$ cat config.mk
export PLATFORM = sky130hd
export DESIGN_NAME = mdc8p_ctrl_out
export DESIGN_NICKNAME = d
export VERILOG_FILES = /design/src/rtl/mdc8p_ctrl_out.sv
export SDC_FILE = /design/constraint.sdc
export NUM_CORES = 1
export LEC_CHECK = 0
export BUFFER_PORTS_ARGS = -buffer_cell sky130_fd_sc_hd__buf_4
export CAP_MARGIN = 5
export CORE_MARGIN = 4
export CORE_UTILIZATION = 45
export CTS_CLUSTER_SIZE = 8
export DETAILED_ROUTE_END_ITERATION = 10
export PLACE_DENSITY = 0.63
export SLEW_MARGIN = 20
export SYNTH_ARGS = -nofsm -noshare
export SYNTH_HDL_FRONTEND = slang
export SYNTH_SLANG_ARGS = --single-unit
$ cat constraint.sdc
create_clock -name i_clk -period 6.5 [get_ports i_clk]
set_input_delay 0.975 -clock i_clk [delete_from_list [all_inputs] [get_ports i_clk]]
set_output_delay 0.975 -clock i_clk [all_outputs]
set_load 0.05 [all_outputs]
$ cat src/rtl/mdc8p_ctrl_out.sv
// Output controller for the 8-point MDC FFT: gathers two-lane frames into a
// ping-pong register buffer and streams them serially on an AXI4-Stream master.
module mdc8p_ctrl_out #(
  parameter int NB          = 8,
  parameter bit BIT_REVERSE = 1'b1
) (
  input  logic                 i_clk,
  input  logic                 i_rst,
  input  logic signed [NB-1:0] i_data0_r,
  input  logic signed [NB-1:0] i_data0_i,
  input  logic signed [NB-1:0] i_data1_r,
  input  logic signed [NB-1:0] i_data1_i,
  input  logic                 i_valid,
  output logic                 m_axis_data_tvalid,
  output logic [2*NB-1:0]      m_axis_data_tdata,
  output logic                 m_axis_data_tlast,
  input  logic                 m_axis_data_tready,
  output logic                 o_overflow
);

  function automatic logic [2:0] bitrev3(input logic [2:0] a);
    return {a[0], a[1], a[2]};
  endfunction

  function automatic logic [2:0] rd_addr(input logic [2:0] n);
    return BIT_REVERSE ? bitrev3(n) : n;
  endfunction

  logic signed [NB-1:0] bank_r [2][8];
  logic signed [NB-1:0] bank_i [2][8];

  logic [1:0] full_p1;
  logic       wr_bank_p1;
  logic [1:0] wr_cnt_p1;
  logic       drop_p1;
  logic       overflow_p1;
  logic       rd_bank_p1;
  logic [2:0] rd_cnt_p1;

  logic       first_beat;
  logic       drop_now;
  logic       wr_en;
  logic       frame_done;
  logic       rd_hs;
  logic       rd_done;
  logic [1:0] full_next;

  // The drop decision is latched at the first beat so the rest of the frame follows it.
  always_comb begin
    first_beat = i_valid && (wr_cnt_p1 == 2'd0);
    drop_now   = first_beat ? full_p1[wr_bank_p1] : drop_p1;
    wr_en      = i_valid && !drop_now;
    frame_done = wr_en && (wr_cnt_p1 == 2'd3);
    rd_hs      = full_p1[rd_bank_p1] && m_axis_data_tready;
    rd_done    = rd_hs && (rd_cnt_p1 == 3'd7);
    full_next  = full_p1;
    if (rd_done)    full_next[rd_bank_p1] = 1'b0;
    if (frame_done) full_next[wr_bank_p1] = 1'b1;
  end

  // Stage p1: control state
  always_ff @(posedge i_clk or posedge i_rst) begin
    if (i_rst) begin
      full_p1     <= 2'b00;
      wr_bank_p1  <= 1'b0;
      wr_cnt_p1   <= 2'd0;
      drop_p1     <= 1'b0;
      overflow_p1 <= 1'b0;
      rd_bank_p1  <= 1'b0;
      rd_cnt_p1   <= 3'd0;
    end else begin
      if (i_valid)    wr_cnt_p1 <= wr_cnt_p1 + 2'd1;
      if (first_beat) drop_p1 <= full_p1[wr_bank_p1];
      if (frame_done) wr_bank_p1 <= ~wr_bank_p1;
      overflow_p1 <= first_beat && full_p1[wr_bank_p1];
      if (rd_hs)      rd_cnt_p1 <= rd_cnt_p1 + 3'd1;
      if (rd_done)    rd_bank_p1 <= ~rd_bank_p1;
      full_p1 <= full_next;
    end
  end

  // Stage p1: buffer storage, lane 0 fills the low half and lane 1 the high half
  always_ff @(posedge i_clk) begin
    if (wr_en) begin
      bank_r[wr_bank_p1][{1'b0, wr_cnt_p1}] <= i_data0_r;
      bank_i[wr_bank_p1][{1'b0, wr_cnt_p1}] <= i_data0_i;
      bank_r[wr_bank_p1][{1'b1, wr_cnt_p1}] <= i_data1_r;
      bank_i[wr_bank_p1][{1'b1, wr_cnt_p1}] <= i_data1_i;
    end
  end

  // Data is masked while idle so the bus reads zero out of reset without clearing the banks.
  always_comb begin
    m_axis_data_tvalid = full_p1[rd_bank_p1];
    m_axis_data_tlast  = m_axis_data_tvalid && (rd_cnt_p1 == 3'd7);
    m_axis_data_tdata  = '0;
    if (m_axis_data_tvalid)
      m_axis_data_tdata = {bank_r[rd_bank_p1][rd_addr(rd_cnt_p1)],
                           bank_i[rd_bank_p1][rd_addr(rd_cnt_p1)]};
  end

  assign o_overflow = overflow_p1;

endmodule

Word level (Yosys, flattened, before mapping)
Memory sizes are Yosys's and may differ from the RTL's. Cells that the tools add are included.

Bits of input ports: 36. Output and inout port bits: 19. Register bits after elaboration: 11. Memories kept: 2. Word-level logic and storage cells: 324. Memory bits (writable): 256.

Mux-type cells: 153. Eq/ne operators: 2. Add/sub/neg operators: 2. $lt $le $gt $ge: 9. Reduce and logical (&&, ||, !) cells: 13. Bitwise gates (word level): 136.

Memories: bank_i (words 2, width 64, read ports 1, clocked after Yosys merged registers in 0, write ports 1, line 30) `logic signed [NB-1:0] bank_i [2][8];`; bank_r (words 2, width 64, read ports 1, clocked after Yosys merged registers in 0, write ports 1, line 29) `logic signed [NB-1:0] bank_r [2][8];`.

Operators with widths (count): 1-bit 2-to-1 mux (136); 64-bit 2-to-1 mux (2); 1-bit bitwise OR (128); 8-bit binary-select mux with 3-bit select (2); 8-bit demux with 3-bit select (2); 8-bit 2-to-1 mux (6); 16-bit 2-to-1 mux (1); 4-bit greater-or-equal comparator (second input constant) (3); 1-bit logical AND (11); 4-bit by 1-bit < comparator with 1-bit output (second input constant) (2); 3-bit inverter with 4-bit output (2); 1-bit by 2-bit < comparator with 1-bit output (second input constant) (2); 2-bit 2-to-1 mux (2); 2-bit inverter with 4-bit output (1); 3-bit by 1-bit adder with 3-bit output (second input constant) (1); 3-bit equality test (second input constant) (1); 2-bit by 1-bit adder with 2-bit output (second input constant) (1); 2-bit AND (1); 1-bit demux with 1-bit select (2); 2-bit equality test (second input constant) (1); 1-bit greater-or-equal comparator (second input constant) (2); 2-bit zero test (1); 1-bit inverter (2); 2-bit inverter (1); other kinds (2) (2).

Longest topological paths before layout
Gate-level depths: netlist (run 1).

Depth in word-level cells: 9. Mapped depth: 8. Depth with buffers taken out: 6.

Least setup slack after synthesis (run 1)
No wires, ideal clock.

Path kind: input port to flip-flop. From: input port i_valid. To: memory bank_i[0][27] (netlist bit) (data pin). Buffers on the path: 1. Setup slack: 1.739 ns. Stages on the path: 5. Arrival time: 4.499 ns. Library setup time: 0.262 ns. Data required time: 6.238 ns. Cell sequence: nand2_1 > nor3b_1 > nor2_2 > buf_2 > mux2_2.

Longest elaborated chain between the ends: 7.

RTL lines: start, declared (line 13) `input logic i_valid,`; 1-bit logical AND (line 50) `first_beat = i_valid && (wr_cnt_p1 == 2'd0);`; 1-bit 2-to-1 mux; 1-bit zero test (line 52) `wr_en = i_valid && !drop_now;`; 1-bit logical AND * (line 52); 1-bit 2-to-1 mux * (line 84) `if (wr_en) begin`; 64-bit 2-to-1 mux (not written as such) * (line 88) `bank_i[wr_bank_p1][{1'b1, wr_cnt_p1}] <= i_data1_i;`; 1-bit 2-to-1 mux (no line) *; end, declared (line 30).

Every way passes the cells marked *; elsewhere a longest branch is shown, timed or not.

Final worst setup path (run 1)
From: register rd_bank_p1. To: output port m_axis_data_tdata[15].

Longest elaborated chain between the ends: 5. Elaborated cells on any way between the ends: 7. Classes of those cells: mux (6); memory (1).

RTL lines: start, declared (line 37) `logic rd_bank_p1;`; start signal, assigned (line 77) `if (rd_done) rd_bank_p1 <= ~rd_bank_p1;`; memory read 2 x 64 bit; 8-bit binary-select mux with 3-bit select (line 98) `m_axis_data_tdata = {bank_r[rd_bank_p1][rd_addr(rd_cnt_p1)],`; 8-bit 2-to-1 mux (not written as such) (2 in series) (line 98); 16-bit 2-to-1 mux * (line 97) `if (m_axis_data_tvalid)`; end, declared (line 15) `output logic [2*NB-1:0] m_axis_data_tdata,`.

Every way passes the cells marked *; elsewhere a longest branch is shown, timed or not. The select of a mux whose other input is x is not followed.

==> flow_metrics.py, run 1 <==
metrics = {
    "sta": {
        "finalClockSkew_ns": 0.01987,
        "tightestPinTransition_ns": 1.101,
        "rsz0062_at_grt": "no",
        "max_slew_margin": 0.2653,
        "fin_crit_sh": 0.6906,
        "setup_viol": 0,
        "min_period_ns": 4.489,
        "max_clock_freq_ghz": 0.2228,
        "setup-tns-final_ns": 0,
        "timing_hold_violations_final": 0,
        "slew_violations": 0,
    },
    "worst_setup_path": {
        "worst_setup_path_end_kind": "output port",
        "cp_max_fo": 42,
        "critical_path.most_common_cell": "sky130_fd_sc_hd__buf_4",
        "critPathLaunchType": "flop",
        "worst-r2r-cell-count": 6,
        "rrSetupSlack_ns": 3.04,
        "r2r_start": "wr_bank_p1",
        "cell_at_the_slowest_stage_of_the_critical_path": "sky130_fd_sc_hd__dfrtp_4",
        "cp_data_arrival_time_ns": 3.51,
        "r2r-end": "bank_i[0][47]",
        "timing.setup.critical_path_class": "reg2out",
        "crit_family": "flip-flops",
        "worst_ep_required_time_ns": 5.52,
        "timing.critical_path.cells": "buf_4 -> mux4_2 -> a22o_1 -> a221o_1 -> buf_4",
        "cp.buffers_inverters": 2,
        "max_stage_delay_on_crit_path_ns": 0.98,
    },
    "clock_tree": {
        "cts-buffers-inserted": 39,
        "cts_tree": "yes",
        "post_cts_resized": 0,
        "cts_post_setup_buffers_inserted": 0,
        "holdBufCountCts": 0,
        "cts.reportedPaths.clkPinSlew_ns": 0.05,
        "ctsHtreeMaxLevel": 2,
        "clock_sinks": 267,
        "cell_at_the_root_of_the_clock_tree": "sky130_fd_sc_hd__clkbuf_16",
        "worstSkewPairLatency_ns": 0.51,
        "cts.path.max_buffers": 3,
    },
    "final_layout": {
        "drive_above_1_share": 0.4217,
        "syn2layout_area_growth_pct": 16.65,
        "utilization": 0.5327,
        "finalNetCount": 632,
        "n_antenna_cell": 0,
    },
    "die": {
        "rows": 57,
        "die_height_um": 165.1,
        "io_pins": 55,
        "die_w_um": 165.1,
        "floorplan.die_area_mm2": 0.02726,
        "placeableCoreArea_mm2": 0.02432,
        "floorplan.initialDensity": 0.4567,
    },
    "logic_synthesis": {
        "netlist_area_mm2": 0.01111,
        "synth_enable_flop_cells": 256,
        "yosysWarnings": 0,
        "synth-seq-cells": 267,
        "yosysMostFrequentCell": "sky130_fd_sc_hd__edfxtp_1",
        "postSynthCellCount": 511,
        "yosys.area.top_type_share": 0.6922,
        "synth-main-ff-cell": "sky130_fd_sc_hd__edfxtp_1",
        "synth.yosys.seq_area_share": 0.7170,
        "synth_top_area_cell": "sky130_fd_sc_hd__edfxtp_1",
        "ys_top_cells_by_area": "sky130_fd_sc_hd__edfxtp_1 69%, sky130_fd_sc_hd__mux4_2 13%, sky130_fd_sc_hd__mux2_2 4.9%",
        "ys_top_cells_by_count": "256 x sky130_fd_sc_hd__edfxtp_1, 63 x sky130_fd_sc_hd__mux4_2, 48 x sky130_fd_sc_hd__mux2_2",
        "asyncSetResetFlopFracSynth": 0.04120,
        "post_synth.cell_area_avg_um2": 21.73,
        "synth_cell_type_count": 38,
        "number_of_nets_in_the_synthesized_netlist": 553,
    },
    "pwr": {
        "power_leakage_nw": 4.333,
        "power.ir.vdd_worst_mv": 0.2973,
        "p_per_area_mw_per_mm2": 473.2,
    },
    "global_routing": {
        "grt_start_max_net_pins": 43,
        "grt_antenna_before_repair": 0,
        "grt_first_pass_wirelength_mm": 35.38,
        "busiest_layer": "met2",
        "global_route.usage.met2": 0.2934,
        "grt_pass1_vias": 5863,
        "met3_track_demand_over_resource_in_global_routing": 0.03251,
        "grt-ovfl-total": 0,
        "grt_util_met1": 0.2450,
        "groute.usage.overall": 0.1766,
    },
    "placed_design": {
        "buffer_ports.inserted": 54,
        "detailed_place_hpwl_mm": 12.74,
        "gp_congestion": 0.7307,
    },
    "detailed_routing": {
        "detail_route.vias_per_cell": 5.734,
        "drt_wl_total_mm": 23.25,
        "detail-route-antenna-nets": 0,
        "remaining_drc_errors": 0,
        "drt_iter0_markers": 432,
        "dr.pass1.iters": 5,
        "routedWlPerCell_um": 24.98,
        "routed-via-count": 5338,
    },
    "flow_run": {
        "max_cap_viol_count": 0,
    },
    "hold_path": {
        "min_path_type": "in2async",
    },
    "run_status": {
        "run_status": "finished, final reports clean",
    },
}
[cell families after synthesis]
family / after synthesis / synth area share
adder cells (fa/ha/maj): 6 / 0.006760
AND/OR/NAND/NOR: 28 / 0.01476
XOR/XNOR: 4 / 0.003155
multiplexers: 134 / 0.2068
AO/OA/AOI/OAI: 38 / 0.03121
flip-flops: 267 / 0.7170
buffers and inverters: 34 / 0.02028
[how the worst max path moves through the flow]
stage / endpoint / depth (start not counted) / slack, ns / startpoint
3_5_place_dp: m_axis_data_tdata[15] / 5 / 2.43 / rd_bank_p1
2_1_floorplan: bank_i[0][27] / 5 / 1.74 / i_valid
4_1_cts: m_axis_data_tdata[15] / 5 / 1.90 / rd_bank_p1
6_report: m_axis_data_tdata[15] / 5 / 2.01 / rd_bank_p1
3_3_place_gp: m_axis_data_tdata[15] / 5 / 2.47 / rd_bank_p1
5_1_grt: m_axis_data_tdata[15] / 5 / 1.76 / rd_bank_p1
[area by class of cell]
class / instances / area, µm²
Tap cell: 324 / 405.4
Multi-Input combinational cell: 210 / 2974
Clock inverter: 3 / 32.53
Timing Repair Buffer: 66 / 495.5
Sequential cell: 267 / 7968
Inverter: 6 / 22.52
Clock buffer: 55 / 1057
Fill cell: 1839 / 11360
[metal layers]
layer / vias to the layer above / share of wire
met1: 2855 / 0.43
met4: 0 / 0.017
met2: 144 / 0.50
met5: - / 0
met3: 32 / 0.048
li1: 2307 / -
[worst reg2reg max path, delay by kind of cell, from the launching register on]
| family | cells | cell delay (ns) |
|---|---|---|
| AOI/OAI and AO/OA | 1 | 0.35 |
| buffers and inverters | 2 | 0.83 |
| DFF | 1 | 0.68 |
| muxes | 1 | 0.38 |
| and+or+nand+nor | 2 | 0.83 |
[report_power, final]
| part | internal, mW | leakage (nW) | switching (mW) |
|---|---|---|---|
| clock | 1.12 | 0.522 | 0.674 |
| sequential | 2.16 | 2.44 | 0.213 |
| combinational | 0.853 | 1.37 | 1.12 |
| total | 4.13 | 4.33 | 2.00 |
[registers in the layout, indices dropped and copies added (netlist names)]
signal	flops
rd_cnt_p1	3
wr_bank_p1	1
drop_p1	1
wr_cnt_p1	2
full_p1	2
rd_bank_p1	1
bank_r	128
bank_i	128
o_overflow	1
[per-stage QoR]
stage                     area [µm²]  setup slack [ns]  cells  hold WS, ns  power, mW
final                          12950             2.011    931       0.4815      6.130
after floorplan                11110             1.739    511       0.4563      3.838
after global placement         11870             2.469    873       0.4741      4.361
after CTS                      12950             1.896    931       0.4836      6.210
after global routing           12950             1.756    931       0.5110      6.402
after detailed placement       11870             2.432    873       0.4760      4.410
[cell usage in the layout, fill, tap and decap left out, drive strengths merged, types with 3 or more instances in the layout]
cell,instances
nor2,4
mux2,67
and2,3
xnor2,3
nand2,6
mux4,63
dfrtp,11
nor2b,4
a221o,15
edfxtp,256
o21ai,3
ha,6
buf,66
a22o,15
inv,7
clkbuf,55
mux2i,4
nand3,3
and3,4
(Power assumes the default switching activity.)
==> run 2: changes to the inputs <==
--- a/config.mk
+++ b/config.mk
@@ -11,7 +11,7 @@
 export CORE_UTILIZATION = 45
 export CTS_CLUSTER_SIZE = 8
 export DETAILED_ROUTE_END_ITERATION = 10
-export PLACE_DENSITY = 0.63
+export PLACE_DENSITY = 0.65
 export SLEW_MARGIN = 20
 export SYNTH_ARGS = -nofsm -noshare
 export SYNTH_HDL_FRONTEND = slang
==> constraint.sdc (replaced) <==
create_clock -name i_clk -period 4.1 [get_ports i_clk]
set_input_delay 0.615 -clock i_clk [delete_from_list [all_inputs] [get_ports i_clk]]
set_output_delay 0.615 -clock i_clk [all_outputs]
set_load 0.05 [all_outputs]
==> run 2 against run 1 <==
  * Power is 59% higher
  * Worst hold slack lost 0.35 ns
  * Final area rose by 0.43%
  * Combinational power grew 69%
  * Sequential share of layout area fell by 0.27 points
  * Core utilization grew 0.23 points
  * Final cell count is 0.32% higher
  * Sequential power rose by 53%
  * Clock skew down 0.010 ns
  * Register-to-register slack got worse by 1.9 ns
  * Clock-buffer cell count down 1
  * Critical path type unchanged
  * Critical endpoint is now m_axis_data_tdata[3]
==> flow_metrics.py, run 2 (synthesis gave the netlist of run 1 again) <==
metrics = {
    "clock_tree": {
        "cell_at_the_root_of_the_clock_tree": "sky130_fd_sc_hd__clkbuf_16",
        "cts_tree": "yes",
        "cts.path.max_buffers": 3,
        "cts-buffers-inserted": 39,
        "worstSkewPairLatency_ns": 0.49,
        "ctsHtreeMaxLevel": 2,
        "cts_post_setup_buffers_inserted": 0,
        "post_cts_resized": 0,
        "holdBufCountCts": 0,
        "cts.reportedPaths.clkPinSlew_ns": 0.05,
        "clock_sinks": 267,
    },
    "final_layout": {
        "largest_registers": "bank_i: 128 flops, bank_r: 128 flops, rd_cnt_p1: 3 flops",
        "multi_input_comb_area_mm2": 0.002968,
        "layout.cells.most_common": "sky130_fd_sc_hd__edfxtp_1",
        "drive_above_1_share": 0.4262,
        "commonest_non_fill_non_tap_cells_in_the_layout": "256 x sky130_fd_sc_hd__edfxtp_1, 70 x sky130_fd_sc_hd__buf_4, 63 x sky130_fd_sc_hd__mux4_2",
        "syn2layout_area_growth_pct": 17.16,
        "nFillCells": 1846,
        "finalNetCount": 638,
        "n_antenna_cell": 0,
        "seqCellArea_mm2": 0.007968,
    },
    "detailed_routing": {
        "detail_route.vias_per_cell": 5.709,
        "drt_iter0_markers": 395,
        "drt_wl_total_mm": 23.42,
        "routed-via-count": 5332,
        "detail-route-antenna-nets": 0,
        "routedWlPerCell_um": 25.08,
        "dr.pass1.iters": 4,
        "remaining_drc_errors": 0,
    },
    "die": {
        "io_pins": 55,
        "floorplan.initialDensity": 0.4567,
        "die_w_um": 165.1,
        "rows": 57,
        "placeableCoreArea_mm2": 0.02432,
        "floorplan.die_area_mm2": 0.02726,
        "die_height_um": 165.1,
    },
    "sta": {
        "slew_violations": 0,
        "layout_setup_ws_ns": 0.7041,
        "rsz0062_at_grt": "no",
        "timing_hold_violations_final": 0,
        "setup-tns-final_ns": 0,
        "final.hold.worst_slack_ns": 0.1346,
        "finalClockSkew_ns": 0.009765,
        "tightestPinTransition_ns": 0.9794,
        "max_clock_freq_ghz": 0.2945,
        "setup_viol": 0,
        "max_slew_margin": 0.3471,
        "fin_crit_sh": 0.8283,
        "min_period_ns": 3.396,
    },
    "placed_design": {
        "buffer_ports.inserted": 54,
        "dp_worst_setup_slack_ns": 1.165,
        "gp_congestion": 0.7244,
        "detailed_place_hpwl_mm": 13.55,
    },
    "pwr": {
        "share_clk_of_total_power": 0.289,
        "power_frac_comb": 0.340,
        "pwr-share-seq": 0.371,
        "cellInternalPower_mw": 6.604,
        "power_leakage_nw": 4.370,
        "netSwitchingFraction": 0.3243,
        "p_per_area_mw_per_mm2": 751.1,
        "power.ir.vdd_worst_mv": 0.3797,
        "switching_power_mw": 3.169,
    },
    "worst_setup_path": {
        "r2r-end": "bank_r[0][52]",
        "r2r_start": "wr_bank_p1",
        "timing.critical_path.from": "rd_cnt_p1[2]",
        "timing.setup.critical_path_class": "reg2out",
        "worst_setup_path_end_kind": "output port",
        "worst_ep_required_time_ns": 3.48,
        "cp_data_arrival_time_ns": 2.78,
        "rrSetupSlack_ns": 1.18,
        "critPathLaunchType": "flop",
        "worst_setup_path_endpoint": "m_axis_data_tdata[3]",
        "cp_max_fo": 22,
        "worst-r2r-cell-count": 5,
    },
    "hold_path": {
        "min_path_type": "in2async",
    },
    "global_routing": {
        "grt_first_pass_wirelength_mm": 36.02,
        "grt-ovfl-total": 0,
        "grt_pass1_vias": 5936,
        "groute.usage.overall": 0.1776,
        "grt_antenna_before_repair": 0,
        "grt_start_max_net_pins": 69,
    },
    "run_status": {
        "run_status": "finished, final reports clean",
    },
    "flow_run": {
        "max_cap_viol_count": 0,
    },
}
[run 2: changes by cell type in the layout (fill, tap and decap cells not counted)]
cell / change
sky130_fd_sc_hd__and3_2: -1
sky130_fd_sc_hd__clkbuf_1: -2
sky130_fd_sc_hd__clkbuf_16: +1
sky130_fd_sc_hd__buf_12: +2
sky130_fd_sc_hd__clkinv_8: -1
sky130_fd_sc_hd__and3_1: +1
sky130_fd_sc_hd__inv_6: -1
sky130_fd_sc_hd__nor2_2: +1
sky130_fd_sc_hd__buf_4: +4
sky130_fd_sc_hd__nor2_4: -1
[run 2: worst min-delay path by stage]
stage,startpoint,end,slack [ns],cells after the start
detailed placement,drop_p1,drop_p1,0.50,1
finish,i_rst,wr_cnt_p1[1],0.13,2
CTS,i_rst,wr_cnt_p1[1],0.15,2
floorplan,drop_p1,drop_p1,0.46,1
global placement,drop_p1,drop_p1,0.47,1
global route,i_rst,wr_cnt_p1[1],0.18,2
[run 2: per-stage QoR]
step / cell area [µm²] / std cells / utilization / total power [mW]
after floorplan: 11120 / 511 / - / 6.086
after global routing: 13010 / 934 / 0.5350 / 10.18
after detailed placement: 11930 / 879 / 0.4905 / 7.051
final: 13010 / 934 / 0.5350 / 9.773
after global placement: 11930 / 879 / 0.4905 / 6.991
after CTS: 13010 / 934 / 0.5350 / 9.895
[run 2: layer usage]
metal | GRT usage | up-vias | share of wire
met4 | 0.04461 | 0 | 0.017
li1 | - | 2311 | -
met1 | 0.2429 | 2838 | 0.40
met3 | 0.03227 | 32 | 0.060
met5 | 0 | - | 0
met2 | 0.2984 | 151 | 0.52
[run 2: power by group through the flow]
stage	Combinational (mW)	Clock, mW	Sequential, mW
after floorplan	2.53	0	3.56
after global placement	3.34	0	3.65
after detailed placement	3.38	0	3.67
after CTS	3.39	2.88	3.63
after global routing	3.52	3.01	3.66
final	3.32	2.83	3.62
[run 2: final cells by class]
class,instances,share of cell area
repair buffers,72,0.04347
inverters,6,0.001731
clock buffers,54,0.08260
multi-input cells,210,0.2281
flip-flops and latches,267,0.6124
well taps,324,0.03116
clock inverters,1,0.0005770
[run 2: critical path, cell delays in order (launching register included)]
cell                      delay, ns
sky130_fd_sc_hd__dfrtp_2       0.72
sky130_fd_sc_hd__buf_4         0.42
sky130_fd_sc_hd__mux4_2        0.36
sky130_fd_sc_hd__a22o_1        0.24
sky130_fd_sc_hd__a221o_1       0.32
sky130_fd_sc_hd__buf_4         0.22
